<file path="src/rtl/xblock_pkg.sv">
// Shared definitions for the X-block compute unit.
// CU state codes must stay identical to the register file's codes.
// LSU state codes are reported to the scheduler on lsu_state.
package xblock_pkg;

  localparam int DEFAULT_DATA_WIDTH = 16;

  // Compute-unit state codes
  localparam logic [3:0] CU_IDLE      = 4'd0;
  localparam logic [3:0] CU_FETCH     = 4'd1;
  localparam logic [3:0] CU_DECODE    = 4'd2;
  localparam logic [3:0] CU_REQ       = 4'd3;
  localparam logic [3:0] CU_WAIT      = 4'd4;
  localparam logic [3:0] CU_EXECUTE   = 4'd5;
  localparam logic [3:0] CU_WRITEBACK = 4'd6;
  localparam logic [3:0] CU_DONE      = 4'd7;

  // Load/store unit state codes
  typedef enum logic [1:0] {
    LSU_IDLE       = 2'd0,
    LSU_REQUESTING = 2'd1,
    LSU_DONE       = 2'd2,
    LSU_ERROR      = 2'd3
  } lsu_state_e;

endpackage

</file>
<file path="src/rtl/xblock_lsu_if.sv">
// Data-memory request/response bus between the LSU and the shared arbiter.
// master = LSU side (issues requests), slave = memory/arbiter side.
interface xblock_lsu_if #(
  parameter int DATA_WIDTH = 16,
  parameter int ADDR_WIDTH = 8
);

  logic                  mem_read_valid;
  logic [ADDR_WIDTH-1:0] mem_read_addr;
  logic                  mem_read_ready;
  logic [DATA_WIDTH-1:0] mem_read_data;

  logic                  mem_write_valid;
  logic [ADDR_WIDTH-1:0] mem_write_addr;
  logic [DATA_WIDTH-1:0] mem_write_data;
  logic                  mem_write_ready;

  modport master (
    output mem_read_valid, mem_read_addr,
    input  mem_read_ready, mem_read_data,
    output mem_write_valid, mem_write_addr, mem_write_data,
    input  mem_write_ready
  );

  modport slave (
    input  mem_read_valid, mem_read_addr,
    output mem_read_ready, mem_read_data,
    input  mem_write_valid, mem_write_addr, mem_write_data,
    output mem_write_ready
  );

endinterface

</file>
<file path="src/rtl/xblock_lsu.sv">
// Per-X-block load/store unit.
// Issues one memory read or write per load/store instruction while the CU
// sits in WAIT, returns the loaded word for writeback, and aborts cleanly
// when the CU goes idle or the block is disabled.
// Optional watchdog: define XBLOCK_LSU_TIMEOUT_EN to abandon a request that
// is not answered within TIMEOUT_CYCLES cycles (sets sticky lsu_error).
module xblock_lsu
  import xblock_pkg::*;
#(
  parameter int DATA_WIDTH     = DEFAULT_DATA_WIDTH,
  parameter int ADDR_WIDTH     = 8,
  parameter int TIMEOUT_CYCLES = 255
) (
  input  logic                  clk,
  input  logic                  reset,
  input  logic                  lsu_enable,
  input  logic [3:0]            cu_state,
  input  logic                  is_read,
  input  logic                  is_write,
  input  logic [DATA_WIDTH-1:0] rs1_data,
  input  logic [DATA_WIDTH-1:0] rs2_data,
  xblock_lsu_if.master          mem,
  output logic [1:0]            lsu_state,
  output logic [DATA_WIDTH-1:0] lsu_load_data,
  output logic                  lsu_error
);

  lsu_state_e            state_q, state_d;
  logic                  read_valid_q, read_valid_d;
  logic [ADDR_WIDTH-1:0] read_addr_q, read_addr_d;
  logic                  write_valid_q, write_valid_d;
  logic [ADDR_WIDTH-1:0] write_addr_q, write_addr_d;
  logic [DATA_WIDTH-1:0] write_data_q, write_data_d;
  logic [DATA_WIDTH-1:0] load_data_q, load_data_d;
  logic                  abort;

  // CU leaving the instruction or the block being disabled withdraws any request
  assign abort = !lsu_enable || (cu_state == CU_IDLE);

`ifdef XBLOCK_LSU_TIMEOUT_EN
  localparam int CNT_W = $clog2(TIMEOUT_CYCLES + 1);
  logic [CNT_W-1:0] cnt_q, cnt_d;
  logic             error_q, error_d;
  logic             timeout_hit;

  // Last unanswered cycle: the count would reach TIMEOUT_CYCLES on this edge
  assign timeout_hit = (cnt_q == CNT_W'(TIMEOUT_CYCLES - 1));
  assign lsu_error   = error_q;
`else
  logic unused_timeout;

  assign lsu_error      = 1'b0;
  assign unused_timeout = TIMEOUT_CYCLES[0];
`endif

  // Only the low address bits of rs2 reach memory
  logic unused_addr_bits;
  assign unused_addr_bits = &{1'b0, rs2_data[DATA_WIDTH-1:ADDR_WIDTH]};

  // Next-state and next-output logic
  // NOTE: every signal written here gets a default first so no latch is inferred.
  always_comb begin
    state_d       = state_q;
    read_valid_d  = read_valid_q;
    read_addr_d   = read_addr_q;
    write_valid_d = write_valid_q;
    write_addr_d  = write_addr_q;
    write_data_d  = write_data_q;
    load_data_d   = load_data_q;
`ifdef XBLOCK_LSU_TIMEOUT_EN
    cnt_d         = cnt_q;
    error_d       = error_q;
`endif

    case (state_q)
      LSU_IDLE: begin
        if (cu_state == CU_WAIT && (is_read || is_write)) begin
          state_d = LSU_REQUESTING;
          if (is_read) begin
            // Read wins when both are decoded
            read_valid_d = 1'b1;
            read_addr_d  = rs2_data[ADDR_WIDTH-1:0];
          end else begin
            write_valid_d = 1'b1;
            write_addr_d  = rs2_data[ADDR_WIDTH-1:0];
            write_data_d  = rs1_data;
          end
`ifdef XBLOCK_LSU_TIMEOUT_EN
          cnt_d = '0;
`endif
        end
      end
      LSU_REQUESTING: begin
        if (read_valid_q && mem.mem_read_ready) begin
          read_valid_d = 1'b0;
          load_data_d  = mem.mem_read_data;
          state_d      = LSU_DONE;
        end else if (write_valid_q && mem.mem_write_ready) begin
          write_valid_d = 1'b0;
          state_d       = LSU_DONE;
        end
`ifdef XBLOCK_LSU_TIMEOUT_EN
        else if (timeout_hit) begin
          read_valid_d  = 1'b0;
          write_valid_d = 1'b0;
          error_d       = 1'b1;
          state_d       = LSU_ERROR;
        end else begin
          cnt_d = cnt_q + 1'b1;
        end
`endif
      end
      LSU_DONE: begin
        if (cu_state == CU_WRITEBACK) state_d = LSU_IDLE;
      end
      default: begin
        // ERROR is left only through the abort path below
      end
    endcase

    if (abort) begin
      state_d       = LSU_IDLE;
      read_valid_d  = 1'b0;
      write_valid_d = 1'b0;
      load_data_d   = load_data_q;
`ifdef XBLOCK_LSU_TIMEOUT_EN
      error_d       = error_q;
`endif
    end
  end

  // State and output registers with synchronous reset
  // NOTE: sequential state uses non-blocking assignments so all flops update together.
  always_ff @(posedge clk) begin
    if (reset) begin
      state_q       <= LSU_IDLE;
      read_valid_q  <= 1'b0;
      read_addr_q   <= '0;
      write_valid_q <= 1'b0;
      write_addr_q  <= '0;
      write_data_q  <= '0;
      load_data_q   <= '0;
`ifdef XBLOCK_LSU_TIMEOUT_EN
      cnt_q         <= '0;
      error_q       <= 1'b0;
`endif
    end else begin
      state_q       <= state_d;
      read_valid_q  <= read_valid_d;
      read_addr_q   <= read_addr_d;
      write_valid_q <= write_valid_d;
      write_addr_q  <= write_addr_d;
      write_data_q  <= write_data_d;
      load_data_q   <= load_data_d;
`ifdef XBLOCK_LSU_TIMEOUT_EN
      cnt_q         <= cnt_d;
      error_q       <= error_d;
`endif
    end
  end

  assign mem.mem_read_valid  = read_valid_q;
  assign mem.mem_read_addr   = read_addr_q;
  assign mem.mem_write_valid = write_valid_q;
  assign mem.mem_write_addr  = write_addr_q;
  assign mem.mem_write_data  = write_data_q;
  assign lsu_state           = state_q;
  assign lsu_load_data       = load_data_q;

endmodule

</file>
<file path="src/flat_wrapper.sv">
// flat-port wrapper written by rule: the top's interface ports become plain ports
module xblock_lsu_flat import xblock_pkg::*;
#(
  parameter int DATA_WIDTH     = DEFAULT_DATA_WIDTH,
  parameter int ADDR_WIDTH     = 8,
  parameter int TIMEOUT_CYCLES = 255
)
  (clk, reset, lsu_enable, cu_state, is_read, is_write, rs1_data, rs2_data, lsu_state, lsu_load_data, lsu_error, mem_mem_read_valid, mem_mem_read_addr, mem_mem_read_ready, mem_mem_read_data, mem_mem_write_valid, mem_mem_write_addr, mem_mem_write_data, mem_mem_write_ready);
  xblock_lsu_if #(.DATA_WIDTH(DATA_WIDTH), .ADDR_WIDTH(ADDR_WIDTH)) mem_i ();
  input  logic clk;
  input  logic reset;
  input  logic lsu_enable;
  input  logic [3:0] cu_state;
  input  logic is_read;
  input  logic is_write;
  input  logic [DATA_WIDTH-1:0] rs1_data;
  input  logic [DATA_WIDTH-1:0] rs2_data;
  output logic [1:0] lsu_state;
  output logic [DATA_WIDTH-1:0] lsu_load_data;
  output logic lsu_error;
  output wire logic [$bits(mem_i.mem_read_valid)-1:0] mem_mem_read_valid;
  output wire logic [$bits(mem_i.mem_read_addr)-1:0] mem_mem_read_addr;
  input wire logic [$bits(mem_i.mem_read_ready)-1:0] mem_mem_read_ready;
  input wire logic [$bits(mem_i.mem_read_data)-1:0] mem_mem_read_data;
  output wire logic [$bits(mem_i.mem_write_valid)-1:0] mem_mem_write_valid;
  output wire logic [$bits(mem_i.mem_write_addr)-1:0] mem_mem_write_addr;
  output wire logic [$bits(mem_i.mem_write_data)-1:0] mem_mem_write_data;
  input wire logic [$bits(mem_i.mem_write_ready)-1:0] mem_mem_write_ready;
  assign mem_mem_read_valid = mem_i.mem_read_valid;
  assign mem_mem_read_addr = mem_i.mem_read_addr;
  assign mem_i.mem_read_ready = mem_mem_read_ready;
  assign mem_i.mem_read_data = mem_mem_read_data;
  assign mem_mem_write_valid = mem_i.mem_write_valid;
  assign mem_mem_write_addr = mem_i.mem_write_addr;
  assign mem_mem_write_data = mem_i.mem_write_data;
  assign mem_i.mem_write_ready = mem_mem_write_ready;
  xblock_lsu #(.DATA_WIDTH(DATA_WIDTH), .ADDR_WIDTH(ADDR_WIDTH), .TIMEOUT_CYCLES(TIMEOUT_CYCLES)) u_core (.clk(clk), .reset(reset), .lsu_enable(lsu_enable), .cu_state(cu_state), .is_read(is_read), .is_write(is_write), .rs1_data(rs1_data), .rs2_data(rs2_data), .mem(mem_i), .lsu_state(lsu_state), .lsu_load_data(lsu_load_data), .lsu_error(lsu_error));
endmodule
</file>
<file path="config.mk">
export PLATFORM = sky130hd
export DESIGN_NAME = xblock_lsu_flat
export DESIGN_NICKNAME = d
export VERILOG_FILES = /design/src/rtl/xblock_pkg.sv /design/src/rtl/xblock_lsu_if.sv /design/src/rtl/xblock_lsu.sv /design/src/flat_wrapper.sv
export SDC_FILE = /design/constraint.sdc
export NUM_CORES = 1
export LEC_CHECK = 0
export ABC_AREA = 1
export ABC_CLOCK_PERIOD_IN_PS = 1500
export CAP_MARGIN = 10
export CORE_AREA = 5 5 83 85
export CTS_BUF_LIST = sky130_fd_sc_hd__clkbuf_2
export DETAILED_ROUTE_END_ITERATION = 6
export DIE_AREA = 0 0 88 90
export GPL_TIMING_DRIVEN = 0
export PLACE_DENSITY = 0.71
export REMOVE_ABC_BUFFERS = 1
export SYNTH_ARGS = -nofsm -noshare
export SYNTH_HDL_FRONTEND = slang
export SYNTH_SLANG_ARGS = --single-unit
</file>
<file path="constraint.sdc">
create_clock -name clk -period 1.5 [get_ports clk]
set_input_delay 0.15 -clock clk [delete_from_list [all_inputs] [get_ports clk]]
set_output_delay 0.15 -clock clk [all_outputs]
set_load 0.05 [all_outputs]
</file>
==> summary.md, run 1 <==
| Metric | Value |
|---|---|
| Max FO, Critical Path | `6` |
| Final worst slack | `0.0351 ns` |
| Max rail drop VDD | `0.481 mV` |
| Non-Filler Instances | `466` |
| Clk sinks | `52` |
| Status | `finished, final reports clean` |
| Initial Utilization | `34.0%` |
| Routed Antenna Nets | `0` |
| Root Driver | `clkbuf_2` |
| RD Place Congestion | `0.769` |
| Synth Warn # | `0` |
| Reg clk slew, reported paths | `0.24 ns` |
| Synth top area cells | `dfxtp_1, nand2_1, a21oi_1, nand4_1, nor2_1` |
| #FFs+latches synth | `52` |
| CP required | `1.81 ns` |
| Share of cells above drive strength 1 | `26.7%` |
| Core area | `6130 um2` |
| Crit share post-route | `97.7%` |
| Synth top area share | `50.0%` |
| Synth cell types | `21` |
| Starting DRC count in detailed routing | `70` |
| Setup TNS | `0 ns` |
| Gr usage total | `16.0%` |
| Final Max Tran Viols | `0` |
| Most frequent cells in the layout | `nand2_1, dfxtp_1, clkdlybuf4s50_1` |
| RSZ-0062 raised after global routing | `true` |
| MaxCap Viol Count | `0` |
| Worst EP arrival | `1.77 ns` |
| Cell count after synthesis | `278` |
| Sequential area share after synthesis | `50.0%` |
| HPWL Detailed | `4100 um` |
| Avg Synthesized Cell Area | `7.49 um2` |
| Mapped cell area | `2080 um2` |
| Final setup vio count | `0` |
| F_max | `683 MHz` |
| Worst Tran Pin Value | `0.990 ns` |
| WL/cell | `14.3 um` |
| CTS tree | `done` |
| PortBufs | `102` |
| CP Class | `reg -> reg` |
| Leakage | `1.23 nW` |
| Vias post-DR | `2,237` |
| Area growth, synth to finish | `60.6%` |
| DR DRC count | `0` |
| # rows | `29` |
| Final Hold Fails | `0` |
| HP Class | `in -> reg` |
| Initial antenna violation count | `0` |
| Overall die width | `88 um` |
| Final Critical Period | `1.46 ns` |
| Largest net degree at the start of global routing | `50` |
| Pwr/cell area | `693 nW/um2` |
| First-pass GRT wire length | `10,300 um` |
| Worst Skew | `0.0116 ns` |
| Crit. Startpoint | `u_core.lsu_state[1]$_SDFFE_PP0P_` |
| Total CTS buffers | `5` |
| Fillers | `592` |
| Worst hold slack | `0.245 ns` |
| H-tree depth | `2` |
| Overall Power | `2.32 mW` |
| IO Count | `112` |
| Number of global-route vias before repair | `2,138` |
| Clock buffer depth | `2` |
| Slew HR | `34.0%` |
| N_diodes | `0` |
| Startpoint type of the worst setup path | `flip-flop` |
| Clk_lat worst skew | `0.42 ns` |
| Drt via density | `4.80` |
| Total wire length | `6650 um` |
| Final nets | `450` |
| Placed insts | `441` |
| Die Y | `90 um` |
| GRT overflow | `0` |
| Drt first pass iters | `4` |
| Die Area | `7920 um2` |
| Commonest non-fill, non-tap cell in the layout | `nand2_1` |
| Min-delay src | `mem_mem_read_data[13]` |
| Worst r2r src | `u_core.lsu_state[1]$_SDFFE_PP0P_` |
| Largest area contributor in the netlist | `dfxtp_1` |
| CP Capture Type | `flip-flop` |
| Place WS | `-0.921 ns` |
==> final timing paths <==
path | endpoint | cells past startpoint | slack [ns]
max | u_core.mem.mem_write_data[13]$_SDFFE_PP0P_ | 7 | 0.04
min | u_core.lsu_load_data[13]$_SDFFE_PP0P_ | 3 | 0.25
max reg2reg | u_core.mem.mem_write_data[13]$_SDFFE_PP0P_ | 7 | 0.04
min reg2reg | u_core.mem.mem_write_data[4]$_SDFFE_PP0P_ | 2 | 0.48
==> synth_stat cells <==
cell / n
and2_1: 1
a21oi_1: 51
inv_1: 11
conb_1: 1
nand4_1: 10
dfxtp_1: 52
nor2_1: 13
nand2_1: 105
buf_4: 2
clkbuf_1: 7
buf_6: 2
ha_1: 3
nand3_2: 1
inv_2: 1
a21boi_0: 2
nor3_4: 1
nand4_2: 1
nor2_2: 1
o21ai_0: 2
nand3_1: 6
buf_2: 5
==> per-layer routing <==
layer  global-route usage, %  vias to the layer above  part of all wire [%]
met1                    20.6                     1027                    44
li1                        -                     1135                     -
met3                    3.66                       11                   7.3
met2                    26.9                       64                    47
met5                       0                        -                     0
met4                    3.84                        0                   1.4
==> per-stage QoR <==
step	instance area [um2]	util, %
6_report	3350	54.6
5_1_grt	3350	54.6
4_1_cts	3360	54.8
3_5_place_dp	3110	50.7
3_3_place_gp	3110	50.7
2_1_floorplan	1990	-
==> layout make-up <==
| class | count | area (um2) | area share (%) |
|---|---|---|---|
| clock inverter | 2 | 11.3 | 0.337 |
| inverter | 12 | 57.6 | 1.72 |
| sequential | 52 | 1050 | 31.3 |
| clock buffer | 6 | 30.0 | 0.898 |
| tap | 77 | 96.3 | 2.88 |
| timing repair buffer | 115 | 1040 | 31.1 |
| multi-input combinational | 202 | 1060 | 31.8 |
==> kinds of logic (layout without fill, tap and decap cells) <==
family / after synthesis / in the layout / share of synthesized area [%]
compound gates: 55 / 55 / 13.5
fa+ha+maj: 3 / 3 / 1.80
buf+inv: 28 / 135 / 6.43
flops: 52 / 52 / 50.0
other cells: 1 / 1 / 0.180
simple gates: 139 / 143 / 28.2
==> where the power goes <==
group | internal (mW) | total (mW) | switching, mW
registers | 1.40 | 1.40 | 0.00783
logic | 0.178 | 0.370 | 0.192
clock network | 0.116 | 0.544 | 0.428
==> state kept, by name (all words and copies together) (netlist names) <==
| register | count |
|---|---|
| u_core.lsu_load_data | 16 |
| u_core.lsu_state | 2 |
| u_core.mem.mem_read_addr | 8 |
| u_core.mem.mem_read_valid | 1 |
| u_core.mem.mem_write_addr | 8 |
| u_core.mem.mem_write_data | 16 |
| u_core.mem.mem_write_valid | 1 |
==> worst max-delay path, stage by stage (launching register included) <==
cell     delay, ns
dfxtp_4       0.41
inv_4         0.07
ha_4          0.18
buf_12        0.11
buf_4         0.12
nand4_2       0.24
nand2_1       0.16
a21oi_2       0.06
==> repair_timing <==
item	4_1_cts	5_1_grt
pin swaps	5	5
resized for setup	143	55
endpoints found under the setup margin	104	80
hold buffers	0	0
endpoints found under the hold margin	0	0
setup buffers	10	3
cloned	2	2
(Power assumes the default switching activity.)
==> run 2, diff against run 1 <==
SLEW_MARGIN = 10   (was unset)
==> run 2 against run 1 <==
  * Clock skew rose by 0.0018 ns
  * Clock power is 0.9% higher
  * Wire length fell by 1.7%
  * Critical path type unchanged
==> summary.md, run 2 (synthesis results as in run 1) <==
| Metric | Value |
|---|---|
| Overall Power | `2.31 mW (-0.31%)` |
| Final Critical Period | `1.46 ns (-0.00923 ns)` |
| Number of global-route vias before repair | `2,122 (-0.75%)` |
| F_max | `687 MHz (+0.63%)` |
| # rows | `29 (unchanged)` |
| Final Hold Fails | `0 (unchanged)` |
| Final Max Tran Viols | `0 (unchanged)` |
| Die Area | `7920 um2 (unchanged)` |
| Commonest non-fill, non-tap cell in the layout | `nand2_1` |
| R2r setup slk | `0.04 ns (about the same)` |
| Starting DRC count in detailed routing | `74 (+5.7%)` |
| Core area | `6130 um2 (unchanged)` |
| Drt first pass iters | `4 (unchanged)` |
| Root Driver | `clkbuf_2` |
| Crit-path max cell delay | `0.42 ns (about the same)` |
| N_diodes | `0 (unchanged)` |
| Crit path capture | `u_core.mem.mem_write_data[3]$_SDFFE_PP0P_` |
| MaxCap Viol Count | `0 (unchanged)` |
| Sw frac | `27.0% (-0.053 points)` |
| CTS tree | `done` |
| Most frequent cells in the layout | `nand2_1, dfxtp_1, clkdlybuf4s50_1` |
| WL/cell | `14.0 um (-1.5%)` |
| RD Place Congestion | `0.769 (unchanged)` |
| Comb power frac | `15.5% (-0.5 points)` |
| Post-DP Area | `3130 um2 (+0.64%)` |
| HPWL Detailed | `4160 um (+1.5%)` |
| Final nets | `449 (-0.22%)` |
| Final setup vio count | `0 (unchanged)` |
| Largest net degree at the start of global routing | `38 (-24%)` |
| RSZ-0062 raised after global routing | `true` |
| Crit-path slowest cell | `dfxtp_4` |
| CP Class | `reg -> reg` |
| Crit. Startpoint | `u_core.lsu_state[1]$_SDFFE_PP0P_` |
| Routed Antenna Nets | `0 (unchanged)` |
| Initial antenna violation count | `0 (unchanged)` |
| IO Count | `112 (unchanged)` |
| Switch Pwr | `0.625 mW (-0.51%)` |
| H-tree depth | `2 (unchanged)` |
| Drt via density | `4.79 (-0.23%)` |
| Total wire length | `6530 um (-1.7%)` |
| Clock buffer depth | `2 (unchanged)` |
| Pwr/cell area | `716 nW/um2 (+3.3%)` |
| DR DRC count | `0 (unchanged)` |
| Area growth, synth to finish | `55.0%` |
| GRT overflow | `0 (unchanged)` |
| Seq pwr share | `60.7% (about the same)` |
| Die Y | `90 um (unchanged)` |
| Total CTS buffers | `5 (unchanged)` |
| CP Cell Sequence | `inv_4 > ha_4 > clkinvlp_4 > nor3_4 > buf_12 > nand2_1 > a21oi_1` |
| Share of cells above drive strength 1 | `25.8% (-0.96 points)` |
| Reg clk slew, reported paths | `0.26 ns (+0.02 ns)` |
| Clock network power share | `23.7% (+0.2 points)` |
| Worst r2r src | `u_core.lsu_state[1]$_SDFFE_PP0P_` |
| HP Class | `in -> reg` |
| Clk_lat worst skew | `0.41 ns (about the same)` |
| CP required | `1.85 ns (+0.04 ns)` |
| R2R depth | `7 (unchanged)` |
| PortBufs | `102 (unchanged)` |
| Status | `finished, final reports clean` |
| Crit share post-route | `97.0% (-0.62 points)` |
| First-pass GRT wire length | `10,000 um (-2.6%)` |
| RR Endpoint | `u_core.mem.mem_write_data[3]$_SDFFE_PP0P_` |
| Max FO, Critical Path | `12 (+6)` |
| Max rail drop VDD | `0.336 mV (-30%)` |
| Worst Skew | `0.0134 ns (+0.00180 ns)` |
| Initial Utilization | `34.0% (unchanged)` |
| Final Cell Area | `3230 um2 (-3.5%)` |
| Worst EP arrival | `1.81 ns (+0.04 ns)` |
| Leakage | `1.20 nW (-1.8%)` |
| Internal power | `1.69 mW (-0.24%)` |
| CP Capture Type | `flip-flop` |
| Clk sinks | `52 (unchanged)` |
| Vias post-DR | `2,227 (-0.45%)` |
| Startpoint type of the worst setup path | `flip-flop` |
| Overall die width | `88 um (unchanged)` |
| Gr usage total | `15.4% (-0.64 points)` |
## run 2: changes by cell type in the layout (fill, tap and decap cells not counted), moves of 2 or more
cell             previous run  this run
nand4_2                     2         0
nand2_1                   101       103
buf_4                       7         9
clkbuf_2                   35        46
nand2_2                     4         2
clkdlybuf4s15_2            23        12
## run 2: repair_timing
action	CTS	global route
setup buffers	9	4
gates cloned	1	1
pin swaps	3	7
setup endpoints to repair	104	91
hold buffers	0	0
resized for setup	123	70
## run 2: layer usage
layer	GRT usage (%)	vias up	routed length, um
li1	-	1120	-
met1	19.5	1035	2750
met2	25.9	65	3190
met3	3.84	7	518
met4	3.84	0	74
met5	0	-	0
## run 2: final cells by class
| type | count | area [um2] |
|---|---|---|
| Inverter | 12 | 55.1 |
| Timing Repair Buffer | 116 | 967 |
| Clock inverter | 2 | 11.3 |
| Multi-Input combinational cell | 200 | 1020 |
| Clock buffer | 6 | 30.0 |
| Fill cell | 618 | 2900 |
| Tap cell | 77 | 96.3 |
| Sequential cell | 52 | 1050 |
## run 2: how the worst min path moves through the flow
stage / startpoint / endpoint / slack, ns / cells after the start
after floorplan: reset / u_core.lsu_load_data[0]$_SDFFE_PP0P_ / 0.22 / 1
after global placement: u_core.mem.mem_write_data[13]$_SDFFE_PP0P_ / u_core.mem.mem_write_data[13]$_SDFFE_PP0P_ / 0.45 / 2
after detailed placement: u_core.mem.mem_read_addr[0]$_SDFFE_PP0P_ / u_core.mem.mem_read_addr[0]$_SDFFE_PP0P_ / 0.45 / 2
after CTS: reset / u_core.mem.mem_write_addr[0]$_SDFFE_PP0P_ / 0.02 / 2
after global routing: reset / u_core.mem.mem_write_addr[6]$_SDFFE_PP0P_ / 0.02 / 2
final: reset / u_core.mem.mem_write_addr[6]$_SDFFE_PP0P_ / 0.06 / 2
## run 2: stage by stage
| step | TNS, ns | hold slack, ns | setup WS [ns] | instances | utilization (%) |
|---|---|---|---|---|---|
| after floorplan | -23.50 | 0.219 | -0.556 | 262 | - |
| after global placement | -42.70 | 0.447 | -1.03 | 441 | 50.7 |
| after detailed placement | -37.27 | 0.451 | -0.914 | 442 | 51.0 |
| after CTS | 0 | 0.0229 | 0.0000436 | 460 | 54.0 |
| after global routing | -0.138 | 0.0167 | -0.0232 | 465 | 52.7 |
| final | 0 | 0.0600 | 0.0443 | 465 | 52.7 |
## run 2: critical path: cells and delay by family (launching register included)
family | cells | cell delay, ns
flops | 1 | 0.42
fa+ha+maj | 1 | 0.18
simple gates | 2 | 0.22
buf+inv | 3 | 0.40
compound gates | 1 | 0.16
## run 2: power groups by stage
stage	registers, mW	logic [mW]	clock network (mW)
6_report	1.40	0.359	0.549
4_1_cts	1.41	0.341	0.576
3_5_place_dp	1.43	0.325	0
5_1_grt	1.41	0.385	0.634
2_1_floorplan	1.47	0.0736	0
3_3_place_gp	1.43	0.316	0
